<file path="config.mk">
export PLATFORM = sky130hd
export DESIGN_NAME = if_fetch_unit_flat
export DESIGN_NICKNAME = d
export VERILOG_FILES = /design/src/rtl/if_fetch_unit_pkg.sv /design/src/rtl/if_fetch_unit_if.sv /design/src/rtl/if_fetch_unit_pc_reg.sv /design/src/rtl/if_fetch_unit.sv /design/src/flat_wrapper.sv
export SDC_FILE = /design/constraint.sdc
export NUM_CORES = 1
export LEC_CHECK = 0
export ABC_AREA = 1
export BUFFER_PORTS_ARGS = -buffer_cell sky130_fd_sc_hd__buf_4
export CAP_MARGIN = 25
export CORE_UTILIZATION = 47
export DETAILED_ROUTE_END_ITERATION = 6
export PLACE_DENSITY = 0.77
export SYNTH_ARGS = -nofsm -noshare
export SYNTH_HDL_FRONTEND = slang
export SYNTH_SLANG_ARGS = --single-unit
</file>
<file path="constraint.sdc">
create_clock -name clk -period 1.6 [get_ports clk]
set_clock_uncertainty 0.1 [all_clocks]
set_input_delay 0.16 -clock clk [delete_from_list [all_inputs] [get_ports clk]]
set_output_delay 0.16 -clock clk [all_outputs]
set_load 0.03 [all_outputs]
</file>
<file path="src/rtl/if_fetch_unit_pkg.sv">
// Shared types and constants for the instruction-fetch unit.
// Contents: NOP encoding, default sequential PC increment, fetch FSM state type.
// Imported by the interface, the PC register and the fetch unit top.
package if_fetch_unit_pkg;

  localparam logic [31:0] NOP_INSTR      = 32'h0000_0000;
  localparam logic [31:0] PC_INC_DEFAULT = 32'd4;

  typedef enum logic [1:0] {
    FETCH   = 2'd0,
    HOLD    = 2'd1,
    DISCARD = 2'd2
  } fetch_state_t;

endpackage

</file>
<file path="src/rtl/if_fetch_unit_if.sv">
// Instruction-memory fetch handshake between the fetch unit and the imem/cache.
// Ports: imem_req/imem_addr (fetcher -> memory), imem_ack/imem_rdata (memory -> fetcher).
// Latency: ack may arrive in the same cycle req rises; rdata is valid only with ack.
interface if_fetch_unit_if;

  logic        imem_req;
  logic [31:0] imem_addr;
  logic        imem_ack;
  logic [31:0] imem_rdata;

  // Fetch unit side.
  modport master (
    output imem_req,
    output imem_addr,
    input  imem_ack,
    input  imem_rdata
  );

  // Memory side.
  modport slave (
    input  imem_req,
    input  imem_addr,
    output imem_ack,
    output imem_rdata
  );

endinterface

</file>
<file path="src/rtl/if_fetch_unit_pc_reg.sv">
// Program counter register with load (redirect), increment and hold.
// Ports: clk/rst, load_i + load_addr_i, inc_i; pc_o current PC, pc_seq_o = pc + PC_INC.
// Latency: one cycle from control to pc_o; load has priority over increment.
module if_fetch_unit_pc_reg #(
  parameter logic [31:0] RESET_PC = 32'h0000_0000,
  parameter logic [31:0] PC_INC   = 32'd4
) (
  input  logic        clk,
  input  logic        rst,
  input  logic        load_i,
  input  logic [31:0] load_addr_i,
  input  logic        inc_i,
  output logic [31:0] pc_o,
  output logic [31:0] pc_seq_o
);

  logic [31:0] pc_q;
  logic [31:0] pc_d;

  // Natural 32-bit wrap: 32'hFFFF_FFFC + 4 -> 0.
  assign pc_seq_o = pc_q + PC_INC;
  assign pc_o     = pc_q;

  always_comb begin
    pc_d = pc_q;
    if (load_i) begin
      pc_d = load_addr_i;
    end else if (inc_i) begin
      pc_d = pc_seq_o;
    end
  end

  always_ff @(posedge clk) begin
    if (rst) begin
      pc_q <= RESET_PC;
    end else begin
      pc_q <= pc_d;
    end
  end

endmodule

</file>
<file path="src/rtl/if_fetch_unit.sv">
// IF stage producer for the IF/ID register: owns the PC and the imem fetch handshake.
// Ports: clk/rst, freeze, branch_taken/branch_addr, imem (master), PC_out, Instruction_out, fetch_stall.
// Latency: instruction is combinational from imem_rdata on the ack cycle; HOLD replays it while frozen.
module if_fetch_unit
  import if_fetch_unit_pkg::*;
#(
  parameter logic [31:0] RESET_PC = 32'h0000_0000,
  parameter logic [31:0] PC_INC   = PC_INC_DEFAULT
) (
  input  logic                     clk,
  input  logic                     rst,
  input  logic                     freeze,
  input  logic                     branch_taken,
  input  logic [31:0]              branch_addr,
  if_fetch_unit_if.master          imem,
  output logic [31:0]              PC_out,
  output logic [31:0]              Instruction_out,
  output logic                     fetch_stall
);

  fetch_state_t state_q, state_d;
  logic [31:0]  hold_buf_q, hold_buf_d;
  logic [31:0]  stale_addr_q, stale_addr_d;
  logic [31:0]  pc;
  logic [31:0]  pc_seq;
  logic         pc_load;
  logic         pc_inc;
  logic         avail;

  if_fetch_unit_pc_reg #(
    .RESET_PC (RESET_PC),
    .PC_INC   (PC_INC)
  ) u_pc_reg (
    .clk         (clk),
    .rst         (rst),
    .load_i      (pc_load),
    .load_addr_i (branch_addr),
    .inc_i       (pc_inc),
    .pc_o        (pc),
    .pc_seq_o    (pc_seq)
  );

  // Outputs. In DISCARD the bus keeps presenting the abandoned address so an
  // unacked request is never withdrawn or altered.
  always_comb begin
    imem.imem_req   = (state_q != HOLD);
    imem.imem_addr  = (state_q == DISCARD) ? stale_addr_q : pc;
    avail           = ((state_q == FETCH) && imem.imem_ack) || (state_q == HOLD);
    Instruction_out = NOP_INSTR;
    if ((state_q == FETCH) && imem.imem_ack) begin
      Instruction_out = imem.imem_rdata;
    end else if (state_q == HOLD) begin
      Instruction_out = hold_buf_q;
    end
    // A redirect flushes IF/ID, so the pipeline must not freeze on it.
    fetch_stall = ~avail & ~branch_taken;
    PC_out      = pc_seq;
  end

  // Next state.
  always_comb begin
    state_d      = state_q;
    hold_buf_d   = hold_buf_q;
    stale_addr_d = stale_addr_q;
    pc_load      = 1'b0;
    pc_inc       = 1'b0;

    if (branch_taken) begin
      pc_load = 1'b1;
      // An unacked request must run to completion; remember its address and
      // swallow its response. Re-branching in DISCARD keeps the same address.
      if ((state_q != HOLD) && !imem.imem_ack) begin
        stale_addr_d = imem.imem_addr;
        state_d      = DISCARD;
      end else begin
        state_d = FETCH;
      end
    end else begin
      case (state_q)
        FETCH: begin
          if (imem.imem_ack) begin
            if (freeze) begin
              hold_buf_d = imem.imem_rdata;
              state_d    = HOLD;
            end else begin
              pc_inc = 1'b1;
            end
          end
        end
        HOLD: begin
          if (!freeze) begin
            pc_inc  = 1'b1;
            state_d = FETCH;
          end
        end
        DISCARD: begin
          if (imem.imem_ack) begin
            state_d = FETCH;
          end
        end
        default: state_d = FETCH;
      endcase
    end
  end

  always_ff @(posedge clk) begin
    if (rst) begin
      state_q      <= FETCH;
      hold_buf_q   <= NOP_INSTR;
      stale_addr_q <= RESET_PC;
    end else begin
      state_q      <= state_d;
      hold_buf_q   <= hold_buf_d;
      stale_addr_q <= stale_addr_d;
    end
  end

endmodule

</file>
<file path="src/flat_wrapper.sv">
// flat-port wrapper written by rule: the top's interface ports become plain ports
module if_fetch_unit_flat import if_fetch_unit_pkg::*;
#(
  parameter logic [31:0] RESET_PC = 32'h0000_0000,
  parameter logic [31:0] PC_INC   = PC_INC_DEFAULT
)
  (clk, rst, freeze, branch_taken, branch_addr, PC_out, Instruction_out, fetch_stall, imem_imem_req, imem_imem_addr, imem_imem_ack, imem_imem_rdata);
  if_fetch_unit_if imem_i ();
  input  logic clk;
  input  logic rst;
  input  logic freeze;
  input  logic branch_taken;
  input  logic [31:0] branch_addr;
  output logic [31:0] PC_out;
  output logic [31:0] Instruction_out;
  output logic fetch_stall;
  output wire logic [$bits(imem_i.imem_req)-1:0] imem_imem_req;
  output wire logic [$bits(imem_i.imem_addr)-1:0] imem_imem_addr;
  input wire logic [$bits(imem_i.imem_ack)-1:0] imem_imem_ack;
  input wire logic [$bits(imem_i.imem_rdata)-1:0] imem_imem_rdata;
  assign imem_imem_req = imem_i.imem_req;
  assign imem_imem_addr = imem_i.imem_addr;
  assign imem_i.imem_ack = imem_imem_ack;
  assign imem_i.imem_rdata = imem_imem_rdata;
  if_fetch_unit #(.RESET_PC(RESET_PC), .PC_INC(PC_INC)) u_core (.clk(clk), .rst(rst), .freeze(freeze), .branch_taken(branch_taken), .branch_addr(branch_addr), .imem(imem_i), .PC_out(PC_out), .Instruction_out(Instruction_out), .fetch_stall(fetch_stall));
endmodule
</file>
==> results of run 1 <==
==> synth_stat cells, types with 2 or more instances <==
cell and number:
xnor2_1 3, inv_1 72, clkbuf_1 29, nor2_1 34
xor2_1 6, dfxtp_1 98, a21oi_1 120, nand2_2 5
inv_2 5, o21ai_1 11, buf_2 12, buf_4 4
nor2_4 6, o21ai_0 100, xor2_2 6, nor2_8 4
and2_1 3, nand2_1 197, nand3_1 19, buf_1 2
a22o_1 25, a31oi_1 2, nor2_2 5
==> stage by stage <==
stage / setup WS (ns) / setup TNS (ns) / instance area, sq um
4_1_cts: -0.460 / -26.40 / 10200
3_5_place_dp: -0.0849 / -0.760 / 7390
3_3_place_gp: -0.0801 / -0.403 / 7390
2_1_floorplan: -0.204 / -5.00 / 5600
==> cell families after synthesis <==
group                      after synthesis  share of synthesized area
AOI/OAI and AO/OA                      259                      0.264
xor gates and xnor gates                15                     0.0333
adders and majority gates                1                    0.00236
buffers and inverters                  126                     0.0966
DFF                                     98                      0.370
and+or+nand+nor                        277                      0.233
==> repair_timing <==
| action | in CTS |
|---|---|
| setup endpoints to repair | 105 |
| setup buffers | 39 |
| cloned | 14 |
| resized for setup | 360 |
| pin swaps | 55 |
| hold endpoints to repair | 51 |
| hold buffers | 51 |
==> metrics, run 1 <==
hpwl dp=approximately 11000 um; Initial Utilization=0.485; Synth Cell Area=around 5300 sq um; grt repair worst endpoint=PC_out[13]; Die Ht=between 100 and 150 um; Failed at=global routing; Ports=around 170; CTS sink count=98; PortBufs=166; row cnt=38; Die W=108 um; Post-synth EDFFs=0; Log Error=[ERROR DPL-0038] Utilization greater than 100%, impossible to legalize; number of distinct library cells after synthesis=31; YS warnings=0; status=aborted with a tool error; CTS buffer count=9; placed cell count=1101; GPL Wtd Cong=0.899; sequential element share of the synthesized area=0.370; worst ep type=output port; syn_nets=~850; largest net degree at the start of global routing=between 40 and 50; Root Driver=clkbuf_16; Synth Flop Type=dfxtp_1; cell count after synthesis=roughly 780; Seq cells post-synth=about 100; Synth area leaders=dfxtp_1 37%, nand2_1 14%, a21oi_1 11%; # H-tree levels=3; Synth Area per Inst=around 6.8 sq um; top-area cell type share of the netlist area=0.370; area leader, netlist=dfxtp_1; ys async rst share=0; Clock Path Buffers=2
==> run 2, diff against run 1 <==
--- a/config.mk
+++ b/config.mk
@@ -8,9 +8,9 @@
 export ABC_AREA = 1
 export BUFFER_PORTS_ARGS = -buffer_cell sky130_fd_sc_hd__buf_4
 export CAP_MARGIN = 25
-export CORE_UTILIZATION = 47
+export CORE_UTILIZATION = 35
 export DETAILED_ROUTE_END_ITERATION = 6
-export PLACE_DENSITY = 0.77
+export PLACE_DENSITY_LB_ADDON = 0.15
 export SYNTH_ARGS = -nofsm -noshare
 export SYNTH_HDL_FRONTEND = slang
 export SYNTH_SLANG_ARGS = --single-unit
==> constraint.sdc (replaced) <==
create_clock -name clk -period 2.1 [get_ports clk]
set_clock_uncertainty 0.1 [all_clocks]
set_input_delay 0.21 -clock clk [delete_from_list [all_inputs] [get_ports clk]]
set_output_delay 0.21 -clock clk [all_outputs]
set_load 0.03 [all_outputs]
==> run 2 against run 1 <==
  * The flow now finishes, with violations (design-rule violations)
  * Synthesized cell count unchanged
  * Synthesized area unchanged
==> metrics, run 2 <==
area leader, netlist=dfxtp_1; hpwl dp=11700 um; initial antenna violation count=0; register area=about 2000 sq um; Post-synth EDFFs=0; Synth Flop Type=dfxtp_1; syn_nets=846; Seq cells post-synth=around 100; CTS buffer count=9; Data required, critical path=around 1.8 ns; crit end category=output pin; total gr overflow=0; # fillers=~1500; most frequent cells in the layout=188 x nand2_1, 178 x buf_4, 120 x a21oi_1; leakage power total=roughly 0.0032 uW; ys async rst share=0; Die Ht=roughly 130 um; drt wl/cell=14.7 um; P&R area growth vs syn=38.9%; failing checks=design-rule violations; commonest non-fill, non-tap cell in the layout=nand2_1; number of distinct library cells after synthesis=31; multi-input logic area=2940 sq um; min cycle time layout=approximately 2.1 ns; endpoints failing setup=0; top-area cell type share of the netlist area=0.370; diodes inserted=0; Hold Crit Class=input pin to flip-flop; remaining antenna violation count after routing=0; Initial Utilization=0.362; PortBufs=about 170; Synth area leaders=dfxtp_1 37%, nand2_1 14%, a21oi_1 11%; Worst Tran Pin Value=0.551 ns; Die Area=approximately 16000 sq um; GR Util All Layers=0.211; Placed Area=6700 sq um; maximum clock rate=between 400 and 500 MHz; Arr. time, crit path=~1.8 ns; max cap viols=0; final core utilization=0.503; clock latency on the worst-skew pair=approximately 0.35 ns; placed cell count=1091; Crit path largest cell delay=between 0.3 and 0.4 ns; kind of critical path=flip-flop to output pin; Max FO, Critical Path=5; top-count cell post-synth=nand2_1; Peak supply drop=between 0.0004 and 0.0005 V; Synth Cell Area=between 5000 and 6000 sq um; final hold viol count=0; r2r setup slk=0.42 ns; Ports=between 150 and 200; pwr/cell area=~690 nW/um^2; Setup crit start kind=flip-flop; largest net degree at the start of global routing=41; Buf/Inv on CP=1; Detailed Route Iter0 Violations=~370; final WL=16600 um; post-route cell area=7360 sq um; CP top delay family=simple AND/OR/NAND/NOR gates; fin crit share=0.998; number of global-route vias before repair=about 5000; DR vias/cell=approximately 4.9; CTS sink count=98; CP Cell Sequence=nand2_1 > nor2_4 > nand2_8 > nor2_4 > nand3_1 > and2_1 > buf_4; Clock Path Buffers=2; status=complete, but fails checks; worst setup margin=about 0.0046 ns; leading post-synthesis cells by instance count=197 x nand2_1, 120 x a21oi_1, 100 x o21ai_0; Core ar.=approximately 15000 sq um; first-pass GRT wire length=26300 um; YS warnings=0; Finished Layout Cells=approximately 1100; row cnt=between 40 and 50; Most common cell on crit path=nor2_4; CTS tree=built; Crit-path slowest cell=dfxtp_2; Root Driver=clkbuf_16; GPL Wtd Cong=slightly below 0.9; cell count after synthesis=between 700 and 800; Final Max Tran Viols=0; drt first pass iters=7; dpl ws=0.0985 ns; unrepaired setup endpoints after global routing=true; vias=around 5500; NumNets Final=~1000; Die W=~130 um; Worst-path clk slew=approximately 0.07 ns; max_slew headroom=0.632; Synth Area per Inst=6.83 sq um; sequential element share of the synthesized area=0.370; drc violations=12; setup TNS=0 ns; layout cell share with drive strength beyond 1=0.307; # H-tree levels=3
## run 2: cell counts after synthesis
Identical to the previous run, type by type.
## run 2: logic make-up after synthesis
| group | synth area share |
|---|---|
| adders and majority gates | 0.00236 |
| DFF | 0.370 |
| AOI/OAI and AO/OA | 0.264 |
| xor gates and xnor gates | 0.0333 |
| buffers and inverters | 0.0966 |
| and+or+nand+nor | 0.233 |
## run 2: final cells by class
type / instances / share of cell area
clock buffer: 12 / 0.0348
inverter: 77 / 0.0399
multi-input combinational: 552 / 0.400
sequential: 98 / 0.273
timing repair buffer: 199 / 0.218
tap: 184 / 0.0313
clock inverter: 3 / 0.00323
## run 2: final timing paths
path | to | start | depth (start not counted)
max reg2reg | u_core.u_pc_reg.pc_o[28] | u_core.u_pc_reg.pc_o[3] | 11
min reg2reg | u_core.stale_addr_q[9] | u_core.stale_addr_q[9] | 2
max | PC_out[29] | u_core.u_pc_reg.pc_o[7] | 7
min | u_core.hold_buf_q[9] | imem_imem_rdata[9] | 3
## run 2: timing repair
item / 4_1_cts / 5_1_grt
endpoints found under the hold margin: 8 / 0
pin swaps: 5 / 18
setup endpoints to repair: 18 / 40
hold buffers: 8 / 0
cloned: 0 / 0
setup buffers: 1 / 10
resized for setup: 31 / 44
## run 2: worst min-delay path: cells and delay by family
kind                   cells  cell delay, ns
buffers and inverters      1            0.11
and+or+nand+nor            1            0.05
AOI/OAI and AO/OA          1            0.05
## run 2: routing by layer
metal,wire (um),GRT usage,up-vias,part of all wire
met4,186,0.0430,0,0.011
met1,7830,0.291,2509,0.47
met5,0,0,-,0
met3,1090,0.0616,11,0.066
li1,-,-,2856,-
met2,7470,0.327,148,0.45
## run 2: report_power, final
part	switching (uW)	internal (uW)	total, uW
registers	113	1990	2100
clock network	741	867	1610
logic	842	516	1360
total	1700	3370	5070
## run 2: per-stage QoR
step / hold slack (ns) / power, uW
detailed placement: 0.333 / 3430
global route: 0.0123 / 5330
floorplan: 0.245 / 2910
finish: 0.0178 / 5070
CTS: 0.00417 / 5090
global placement: 0.330 / 3430
Power figures use the tool's default switching activity.
